[config.mk]
export PLATFORM = sky130hd
export DESIGN_NAME = pipe_ctrl
export DESIGN_NICKNAME = d
export VERILOG_FILES = /design/src/rtl/pipe_ctrl_pkg.sv /design/src/rtl/load_use_detect.sv /design/src/rtl/pipe_ctrl.sv
export SDC_FILE = /design/constraint.sdc
export NUM_CORES = 1
export LEC_CHECK = 0
export CORE_UTILIZATION = 37
export CTS_CLUSTER_DIAMETER = 200
export DETAILED_ROUTE_END_ITERATION = 10
export GPL_ROUTABILITY_DRIVEN = 0
export PLACE_DENSITY = 0.8
export SYNTH_ARGS = -nofsm -noshare
export SYNTH_HDL_FRONTEND = slang
export SYNTH_HIERARCHICAL = 1
export SYNTH_SLANG_ARGS = --single-unit
export TNS_END_PERCENT = 1
[constraint.sdc]
create_clock -name clk_i -period 3.05 [get_ports clk_i]
set_input_delay 0.915 -clock clk_i [delete_from_list [all_inputs] [get_ports clk_i]]
set_output_delay 0.915 -clock clk_i [all_outputs]
set_load 0.02 [all_outputs]
[src/rtl/pipe_ctrl_pkg.sv]
`default_nettype none
// ============================================================================
// Module   : pipe_ctrl_pkg
// Brief    : Shared types and encodings for the pipeline stall/flush sequencer.
// Revision : 1.0 - initial release
// ============================================================================
package pipe_ctrl_pkg;

    typedef enum logic [0:0] {
        ST_RUN      = 1'b0,
        ST_MEM_WAIT = 1'b1
    } state_e;

    localparam logic [1:0] WB_MEM = 2'b00;
    localparam logic [1:0] WB_ALU = 2'b01;
    localparam logic [1:0] WB_PC4 = 2'b10;

    localparam logic [4:0] X0 = 5'd0;

endpackage
`default_nettype wire

[src/rtl/load_use_detect.sv]
`default_nettype none
// ============================================================================
// Module   : load_use_detect
// Brief    : Flags an ID-stage read of a register still being loaded in EX.
// Revision : 1.0 - initial release
// ============================================================================
module load_use_detect
    import pipe_ctrl_pkg::*;
(
    input  logic [4:0] rs1_ID_i,
    input  logic [4:0] rs2_ID_i,
    input  logic [4:0] rd_EX_i,
    input  logic       RegWEn_EX_i,
    input  logic [1:0] WBSel_EX_i,
    output logic       load_use_o
);

    // x0 is hardwired to zero, so a load targeting it never creates a dependency.
    assign load_use_o = RegWEn_EX_i && (WBSel_EX_i == WB_MEM) && (rd_EX_i != X0) &&
                        ((rd_EX_i == rs1_ID_i) || (rd_EX_i == rs2_ID_i));

endmodule
`default_nettype wire

[src/rtl/pipe_ctrl.sv]
`default_nettype none
// ============================================================================
// Module   : pipe_ctrl
// Brief    : Stall/flush sequencer for the five-stage pipeline: load-use,
//            taken branches and variable-latency memory with a watchdog.
//            Optional macro PIPE_CTRL_PERF_EN adds stall/flush counters.
// Revision : 1.0 - initial release
// ============================================================================
module pipe_ctrl
    import pipe_ctrl_pkg::*;
#(
    parameter int MEM_TIMEOUT = 16,
    parameter int CNT_W       = 32
) (
    input  logic             clk_i,
    input  logic             rst_ni,
    input  logic [4:0]       rs1_ID_i,
    input  logic [4:0]       rs2_ID_i,
    input  logic [4:0]       rd_EX_i,
    input  logic             RegWEn_EX_i,
    input  logic [1:0]       WBSel_EX_i,
    input  logic             PCSel_EX_i,
    input  logic             memacc_MEM_i,
    input  logic             mem_ready_i,
    output logic             mem_req_o,
    output logic             stall_IF_o,
    output logic             stall_ID_o,
    output logic             stall_EX_o,
    output logic             stall_MEM_o,
    output logic             flush_ID_o,
    output logic             flush_EX_o,
    output logic             flush_MEM_o,
    output logic             flush_WB_o,
`ifdef PIPE_CTRL_PERF_EN
    output logic [CNT_W-1:0] stall_cnt_o,
    output logic [CNT_W-1:0] flush_cnt_o,
`endif
    output logic             mem_err_o
);

    localparam int              c_wcnt_w    = $clog2(MEM_TIMEOUT + 1);
    localparam logic [c_wcnt_w-1:0] c_wcnt_last = c_wcnt_w'(MEM_TIMEOUT - 1);
    localparam logic [c_wcnt_w-1:0] c_wcnt_sat  = '1;

    state_e              r_state;
    logic [c_wcnt_w-1:0] r_wcnt;
    logic                r_mem_err;
    logic                w_load_use;
    logic                w_hold;
    logic                w_abort;
    logic [c_wcnt_w-1:0] w_wcnt_inc;

    load_use_detect u_load_use_detect (
        .rs1_ID_i    (rs1_ID_i),
        .rs2_ID_i    (rs2_ID_i),
        .rd_EX_i     (rd_EX_i),
        .RegWEn_EX_i (RegWEn_EX_i),
        .WBSel_EX_i  (WBSel_EX_i),
        .load_use_o  (w_load_use)
    );

    // The entry cycle of a slow access is already held, before the state flips.
    assign w_hold     = !mem_ready_i && ((r_state == ST_MEM_WAIT) || memacc_MEM_i);
    assign w_abort    = (r_state == ST_MEM_WAIT) && !mem_ready_i && (r_wcnt == c_wcnt_last);
    assign w_wcnt_inc = (r_wcnt == c_wcnt_sat) ? r_wcnt : r_wcnt + 1'b1;

    // The release cycle advances the pipe, so branch/load-use apply there as in RUN.
    always_comb begin
        mem_req_o   = 1'b0;
        stall_IF_o  = 1'b0;
        stall_ID_o  = 1'b0;
        stall_EX_o  = 1'b0;
        stall_MEM_o = 1'b0;
        flush_ID_o  = 1'b0;
        flush_EX_o  = 1'b0;
        flush_MEM_o = 1'b0;
        flush_WB_o  = 1'b0;
        if (!rst_ni) begin
            flush_ID_o  = 1'b1;
            flush_EX_o  = 1'b1;
            flush_MEM_o = 1'b1;
            flush_WB_o  = 1'b1;
        end else begin
            mem_req_o = (r_state == ST_MEM_WAIT) || memacc_MEM_i;
            if (w_hold) begin
                stall_IF_o  = 1'b1;
                stall_ID_o  = 1'b1;
                stall_EX_o  = 1'b1;
                stall_MEM_o = 1'b1;
                flush_WB_o  = 1'b1;
            end else if (PCSel_EX_i) begin
                flush_ID_o = 1'b1;
                flush_EX_o = 1'b1;
            end else if (w_load_use) begin
                stall_IF_o = 1'b1;
                stall_ID_o = 1'b1;
                flush_EX_o = 1'b1;
            end
        end
    end

    always_ff @(posedge clk_i or negedge rst_ni) begin
        if (!rst_ni) begin
            r_state   <= ST_RUN;
            r_wcnt    <= '0;
            r_mem_err <= 1'b0;
        end else begin
            r_mem_err <= w_abort;
            case (r_state)
                ST_RUN: begin
                    if (w_hold) begin
                        r_state <= ST_MEM_WAIT;
                        r_wcnt  <= w_wcnt_inc;
                    end
                end
                ST_MEM_WAIT: begin
                    if (mem_ready_i || w_abort) begin
                        r_state <= ST_RUN;
                        r_wcnt  <= '0;
                    end else begin
                        r_wcnt <= w_wcnt_inc;
                    end
                end
                default: begin
                    r_state <= ST_RUN;
                    r_wcnt  <= '0;
                end
            endcase
        end
    end

    assign mem_err_o = r_mem_err;

`ifdef PIPE_CTRL_PERF_EN
    logic [CNT_W-1:0] r_stall_cnt;
    logic [CNT_W-1:0] r_flush_cnt;

    always_ff @(posedge clk_i or negedge rst_ni) begin
        if (!rst_ni) begin
            r_stall_cnt <= '0;
            r_flush_cnt <= '0;
        end else begin
            if (stall_IF_o) r_stall_cnt <= r_stall_cnt + 1'b1;
            if (flush_ID_o || flush_EX_o) r_flush_cnt <= r_flush_cnt + 1'b1;
        end
    end

    assign stall_cnt_o = r_stall_cnt;
    assign flush_cnt_o = r_flush_cnt;
`else
    logic w_unused_cnt_w;
    assign w_unused_cnt_w = (CNT_W > 0);
`endif

endmodule
`default_nettype wire

==> results.ini <==
[sta]
final_hold_viol_count=0
fmaxAchievable_mhz=327
setup-violations-final=1
fin_crit_sh_pct=100
unrepaired_setup_endpoints_after_global_routing=true
finalWorstSetupSlack_ps=-4.72
finClkSkew_ps=1.60
maxSlewViolCount=0
worst_slew_margin_rel_pct=78.8
worst-slew-pin-transition_ps=317
post-route-min-period_ps=3050

[worst_setup_path]
path_cells=buf_6 -> or4_4 -> o211ai_2 -> a21oi_2 -> o21ai_1 -> nand2_1 -> buf_6
critPathArrivalTime_ps=2140
critical_path.most_common_cell=buf_6
worstPathMaxFanout=2
cp_data_required_time_ps=2130
cpPeakStageDelay_ps=550
crit_type=primary input to output pin
ff2ff_path_depth=5
cp-start-kind=primary input
regToRegSetupSlack_ps=1740
cp_slowest_cell=or4_4
timing.rr.start=r_wcnt[0]
worst_r2r_endpoint=r_wcnt[1]
timing.critical_path.to_type=output pin

[cts]
clk_pin_slew_worst_paths_ps=50
postCtsHoldBufs=0
clock_tree.root_cell=clkbuf_4
clock_sinks=7
clock_path_buffers=2
clock_insertion_delay_worst_skew_ps=260
cts_tree=done
h-tree-depth=1
cts_made_buffers=3
cts.repair_timing.setup_buffer_count=0

[yosys]
synth_cell_type_count=24
yosys.area.top_type_share_pct=30.4
yosys.cell_count.top_type=nor2_1
synth.cells.most_frequent=9 x nor2_1, 8 x nand2_1, 7 x dfrtp_1, 7 x xor2_1
postSynthRegisterBits=7
postSynthAreaPerCell_um2=8.46
ys_warn_count=6
yosysSeqAreaShare_pct=30.4
synth_top_cells_by_area=dfrtp_1 30%, xor2_1 11%, xnor2_1 6.1%
syn_inst=68
synth_fp_nets=92
synth_top_flop_cell=dfrtp_1
synth_area_um2=576
number_of_flops_mapped_to_enable_cells_by_yosys=0
synth_async_sr_flop_share_pct=100
synth_largest_area_cell=dfrtp_1

[finish]
stdcell_area_mm2=0.00100
layout-area-overhead-vs-synth_pct=73.9
final_layout_size_suffix_gt1_share_pct=30.9
antenna_cells_inserted=0
instances_no_fill=125
nNetsFinal=135

[place]
dpl_cell_area_um2=963
dp_cells=121
place.port_buffers=32
dp_hpwl_um=1350

[global_route]
via_count_of_the_first_global_routing_pass=595
antenna_found_initial=0
globalRoute.totalOverflow=0
grt_first_pass_wirelength_um=2690
grt_util_all_layers_pct=21.4
pin_count_of_the_biggest_net_entering_global_routing=11

[pwr]
clock_power_share_pct=22.8
comb_power_share_pct=38.8
power.internal_w=0.000244
p_switching_w=0.000127
leakagePower_nw=0.531
switching_share_pct=34.3
worst_ir_drop_vdd_mv=0.291
sequentialPowerShare_pct=38.4
power_density_mw_per_mm2=371

[flow_run]
timing.max_cap.violations=0

[detailed_routing]
ant_nets=0
drt-initial-drc-count=11
avgViaCountPerCell=4.94
drc=0
wirelength_um=1720
drt-pass1-iter-count=4
routed_wire_length_per_instance_um=13.8
vias=617

[min_path]
hold_depth=2
min_delay_worst_endpoint=r_wcnt[4]
holdCritPathClass=flip-flop to flip-flop
min-delay-start=r_wcnt[4]

[die]
num_rows=13
die_area_mm2=0.00172
pin_count=33
die-height_um=41.4
start_util_pct=42.1
core_area_mm2=0.00137
chipWidth_um=41.4

[outcome]
run_status=complete, but fails checks
violations=setup timing

[worst max path at each step]
stage,from,end,slack (ps),depth (start not counted)
finish,rd_EX_i[3],flush_EX_o,-5,7
global route,rd_EX_i[3],flush_EX_o,-60,7
CTS,rs2_ID_i[2],stall_ID_o,-220,8
detailed placement,rd_EX_i[2],flush_EX_o,-830,7
global placement,rd_EX_i[2],flush_EX_o,-770,7
floorplan,rd_EX_i[2],stall_IF_o,120,7
[power by group through the flow]
stage / registers (W) / logic (W) / clock network, W
final: 0.000142 / 0.000144 / 0.0000847
after global routing: 0.000146 / 0.000163 / 0.0000958
after CTS: 0.000142 / 0.000145 / 0.0000892
after detailed placement: 0.000143 / 0.000150 / 0
after global placement: 0.000142 / 0.000146 / 0
after floorplan: 0.000136 / 0.0000830 / 0
[placed cells by master (no fill, tap or decap)]
cell             count
nand3_1              4
dlygate4sd1_1        1
nand2_1              8
buf_4               11
nor2_1               8
nor2_2               2
o21ai_0              1
nand2b_1             1
clkbuf_2             5
nor3_2               1
inv_1                4
clkbuf_1             1
mux2i_1              2
xnor2_1              4
ha_1                 1
o21a_1               1
buf_6                3
o21ai_1              1
dlymetal6s2s_1      11
nand3_2              1
dlygate4sd2_1        3
o221a_2              1
clkdlybuf4s50_1      7
a21oi_1              1
a21oi_2              2
xor2_1               7
nor2b_2              1
or4_4                1
clkbuf_4             3
o41ai_1              1
nor3_1               2
o21bai_4             1
dfrtp_1              7
o22ai_2              1
o211ai_2             1
[cell families after synthesis]
family / Yosys count / share of synthesized area, %
simple gates: 29 / 23.9
xor+xnor: 11 / 16.7
buf+inv: 7 / 6.52
compound gates: 11 / 16.7
fa+ha+maj: 1 / 2.17
mux: 2 / 3.48
flops: 7 / 30.4
[per-stage QoR]
stage | util, % | hold slack, ps | setup WS (ps) | TNS [ps] | power (W)
after floorplan | - | 483 | 116 | 0 | 0.000219
final | 73.3 | 544 | -4.72 | -4.72 | 0.000371
after global placement | 70.5 | 521 | -770 | -3310 | 0.000288
after detailed placement | 70.5 | 529 | -831 | -3570 | 0.000293
after global routing | 73.3 | 571 | -62.5 | -144 | 0.000405
after CTS | 71.4 | 548 | -225 | -641 | 0.000376
[final cells by class]
class,count,area [um^2]
Timing Repair Buffer,41,384
Sequential cell,7,175
Tap cell,15,18.8
Multi-Input combinational cell,54,382
Inverter,4,15.0
Clock buffer,4,26.3
Fill cell,105,365
[sequential cells by signal, summed over array words and instances, names as in the netlist]
register	flops
r_wcnt	5
mem_err_o	1
r_state	1
[metal layers]
layer / wire length (um) / track usage [%]
met4: 55 / 12.3
met3: 91 / 7.39
met1: 734 / 25.7
met2: 842 / 32.8
met5: 0 / 0
[critical path, delay by kind of cell]
family	cells	cell delay, ps
AND/OR/NAND/NOR	2	620
AO/OA/AOI/OAI	3	370
buffers and inverters	2	230
[timing repair]
| item | 4_1_cts | 5_1_grt |
|---|---|---|
| endpoints found under the hold margin | 0 | 0 |
| resized for setup | 29 | 36 |
| pin swaps | 3 | 14 |
| setup endpoints to repair | 9 | 7 |
No activity file was read; power rests on OpenSTA's default activity.
==> edit: new RTL, same flow settings <==
The parameter `MEM_TIMEOUT` goes from 16 to 32.
--- a/src/rtl/pipe_ctrl.sv
+++ b/src/rtl/pipe_ctrl.sv
@@ -11,3 +11,3 @@
 #(
-    parameter int MEM_TIMEOUT = 16,
+    parameter int MEM_TIMEOUT = 32,
     parameter int CNT_W       = 32
Formal check against the unedited RTL: same outputs for any inputs over 10 cycles, from zero or initial values and one cycle with rst_ni low; that may be too few to reach the edited logic, so the function may still have changed.
==> edit against the original RTL <==
  * Count of clock-buffer cells in the layout down 1
  * Register-to-register slack got worse by 290 ps
  * Synthesized cell count increased by 22%
  * Synthesized area rose by 27%
  * Setup slack improved by 57 ps
  * Sequential power shrank 6%
  * Worst hold slack improved by 1.4 ps
  * Sequential cell count grew 1
  * Power decreased by 6.9%
  * Global-route usage decreased by 0.75 points
  * First-iteration DRC count rose by 64%
  * Largest power group is now sequential cells
  * Highest routed layer unchanged
  * Final area up 18%
  * Wire length rose by 22%
==> edit: results (changes against the original RTL) <==
metric	value	unit	change
grt_use_total	0.2061		-0.007455
status	finished clean		
synthXorXnorAreaFrac	0.1201		-0.04732
fin_hold_ws	545.2	ps	+1.360 ps
dr_wl_met3	119	um	+31%
fill_cells	141		+34%
hold_path_startpoint	r_wcnt[1]$_DFFE_PN0P_		
wl	2.101	mm	+22%
hold_depth	1		-1
grt_pass1_wl	3.105	mm	+15%
critPathMaxFanout	3		+1
p_sw_frac	0.3262		-0.01648
drive_gt1_frac	0.3254		+0.01631
post-route-period-util	0.9828		-0.01879
regToRegEndpoint	r_wcnt[3]$_DFFE_PN0P_		
cp_slowest_stage_delay	510	ps	-40 ps
synth_compound_area_frac	0.2384		+0.07103
critPathArrivalTime	2080	ps	-60 ps
wl_per_cell	13.91	um	+0.94%
first_iter_violations	18		+7
antenna_found_initial	0		unchanged
yosysUniqueCellTypes	43		+79%
clock_latency	260	ps	about the same
vdd_drop_max	0.2522	mV	-13%
place_inst	148		+22%
min_to	r_wcnt[1]$_DFFE_PN0P_		
largest_reg_flops	6		+1
synth_area_per_cell	8.789	um2	+3.8%
wl_met1	846	um	+15%
synthMuxAreaShare	0		-0.03478
yosys-top-cells-count	8 x dfrtp_1, 6 x xor2_1, 5 x inv_1, 5 x nor2_1, 4 x xnor2_1		
rrSetupSlack	1450	ps	-290 ps
leakagePower	0.0006123	uW	+15%
setup_viol_count_final	0		-1
finalClockSkew	7.528	ps	+5.925 ps
synth_adder_area_share	0.01715		-0.004586
synth_area_leaders	dfrtp_1 27%, xor2_1 7.2%, xnor2_1 4.8%		
ff2ff_path_depth	4		-1
seq_area_frac_synth	0.2744		-0.02991
vias_per_cell	5.238		+6.1%
[edit: cell count changes in the layout (fill, tap and decap cells not counted), sizes merged, moves of 2 or more]
cell	delta
buf	+3
o2111ai	+2
nand3	-2
o21ai	+2
mux2i	-2
or2	+3
clkdlybuf4s15	+2
nand2	-5
and4	+2
nor2	-5
nand4	+2
nor2b	+2
dlygate4sd2	-2
and2	+2
[edit: area by class of cell]
| class | instances | area [um2] | area share |
|---|---|---|---|
| Timing Repair Buffer | 44 | 395.4 | 0.3355 |
| Sequential cell | 8 | 200.2 | 0.1699 |
| Multi-Input combinational cell | 66 | 510.5 | 0.4331 |
| Tap cell | 25 | 31.28 | 0.02654 |
| Inverter | 5 | 18.77 | 0.01592 |
| Clock buffer | 3 | 22.52 | 0.01911 |
[edit: what timing repair did]
| action | 4_1_cts | 5_1_grt |
|---|---|---|
| pin swaps | 3 | 14 |
| cloned | 0 | 0 |
| gates resized for setup | 30 | 33 |
| setup endpoints to repair | 8 | 8 |
[edit: worst max path at each step]
stage,endpoint,slack (ps),cells after the start
3_5_place_dp,stall_IF_o,-760,8
5_1_grt,stall_ID_o,-10,8
6_report,flush_EX_o,50,7
2_1_floorplan,stall_IF_o,100,7
3_3_place_gp,stall_ID_o,-740,8
4_1_cts,stall_IF_o,-190,8
[edit: critical path, delay by kind of cell]
kind	cells	cell delay [ps]
buffers and inverters	2	270
AO/OA/AOI/OAI	3	300
AND/OR/NAND/NOR	2	590
[edit: through the flow]
| step | instance area, um2 | TNS, ps | power (uW) | util | setup WS (ps) |
|---|---|---|---|---|---|
| finish | 1179 | 0 | 345.3 | 0.6611 | 52.59 |
| global route | 1179 | -19.55 | 364.8 | 0.6611 | -13.16 |
| CTS | 1161 | -529.5 | 348.4 | 0.6512 | -190.1 |
| detailed placement | 1150 | -3356 | 270.6 | 0.6449 | -759.7 |
| global placement | 1150 | -3339 | 266.2 | 0.6449 | -742.4 |
| floorplan | 733.2 | 0 | 194.7 | - | 103.4 |
[edit: routing by layer]
metal | up-vias | global-route usage
li1 | 393 | -
met1 | 367 | 0.2204
met2 | 27 | 0.3667
met3 | 4 | 0.08235
met4 | 0 | 0.05882
met5 | - | 0
[edit: logic make-up (layout without fill, tap and decap cells)]
logic type,Yosys count,in the layout
buffers and inverters,9,52
XOR/XNOR,10,10
AND/OR/NAND/NOR,33,33
adder cells (fa/ha/maj),1,1
flip-flops,8,8
AO/OA/AOI/OAI,22,22
[edit: power by group through the flow]
stage | Clock (uW) | Combinational, uW | Sequential (uW)
2_1_floorplan | 0 | 64.9 | 130
3_3_place_gp | 0 | 131 | 135
3_5_place_dp | 0 | 136 | 135
4_1_cts | 84.8 | 130 | 133
5_1_grt | 88.4 | 140 | 136
6_report | 81.8 | 129 | 134
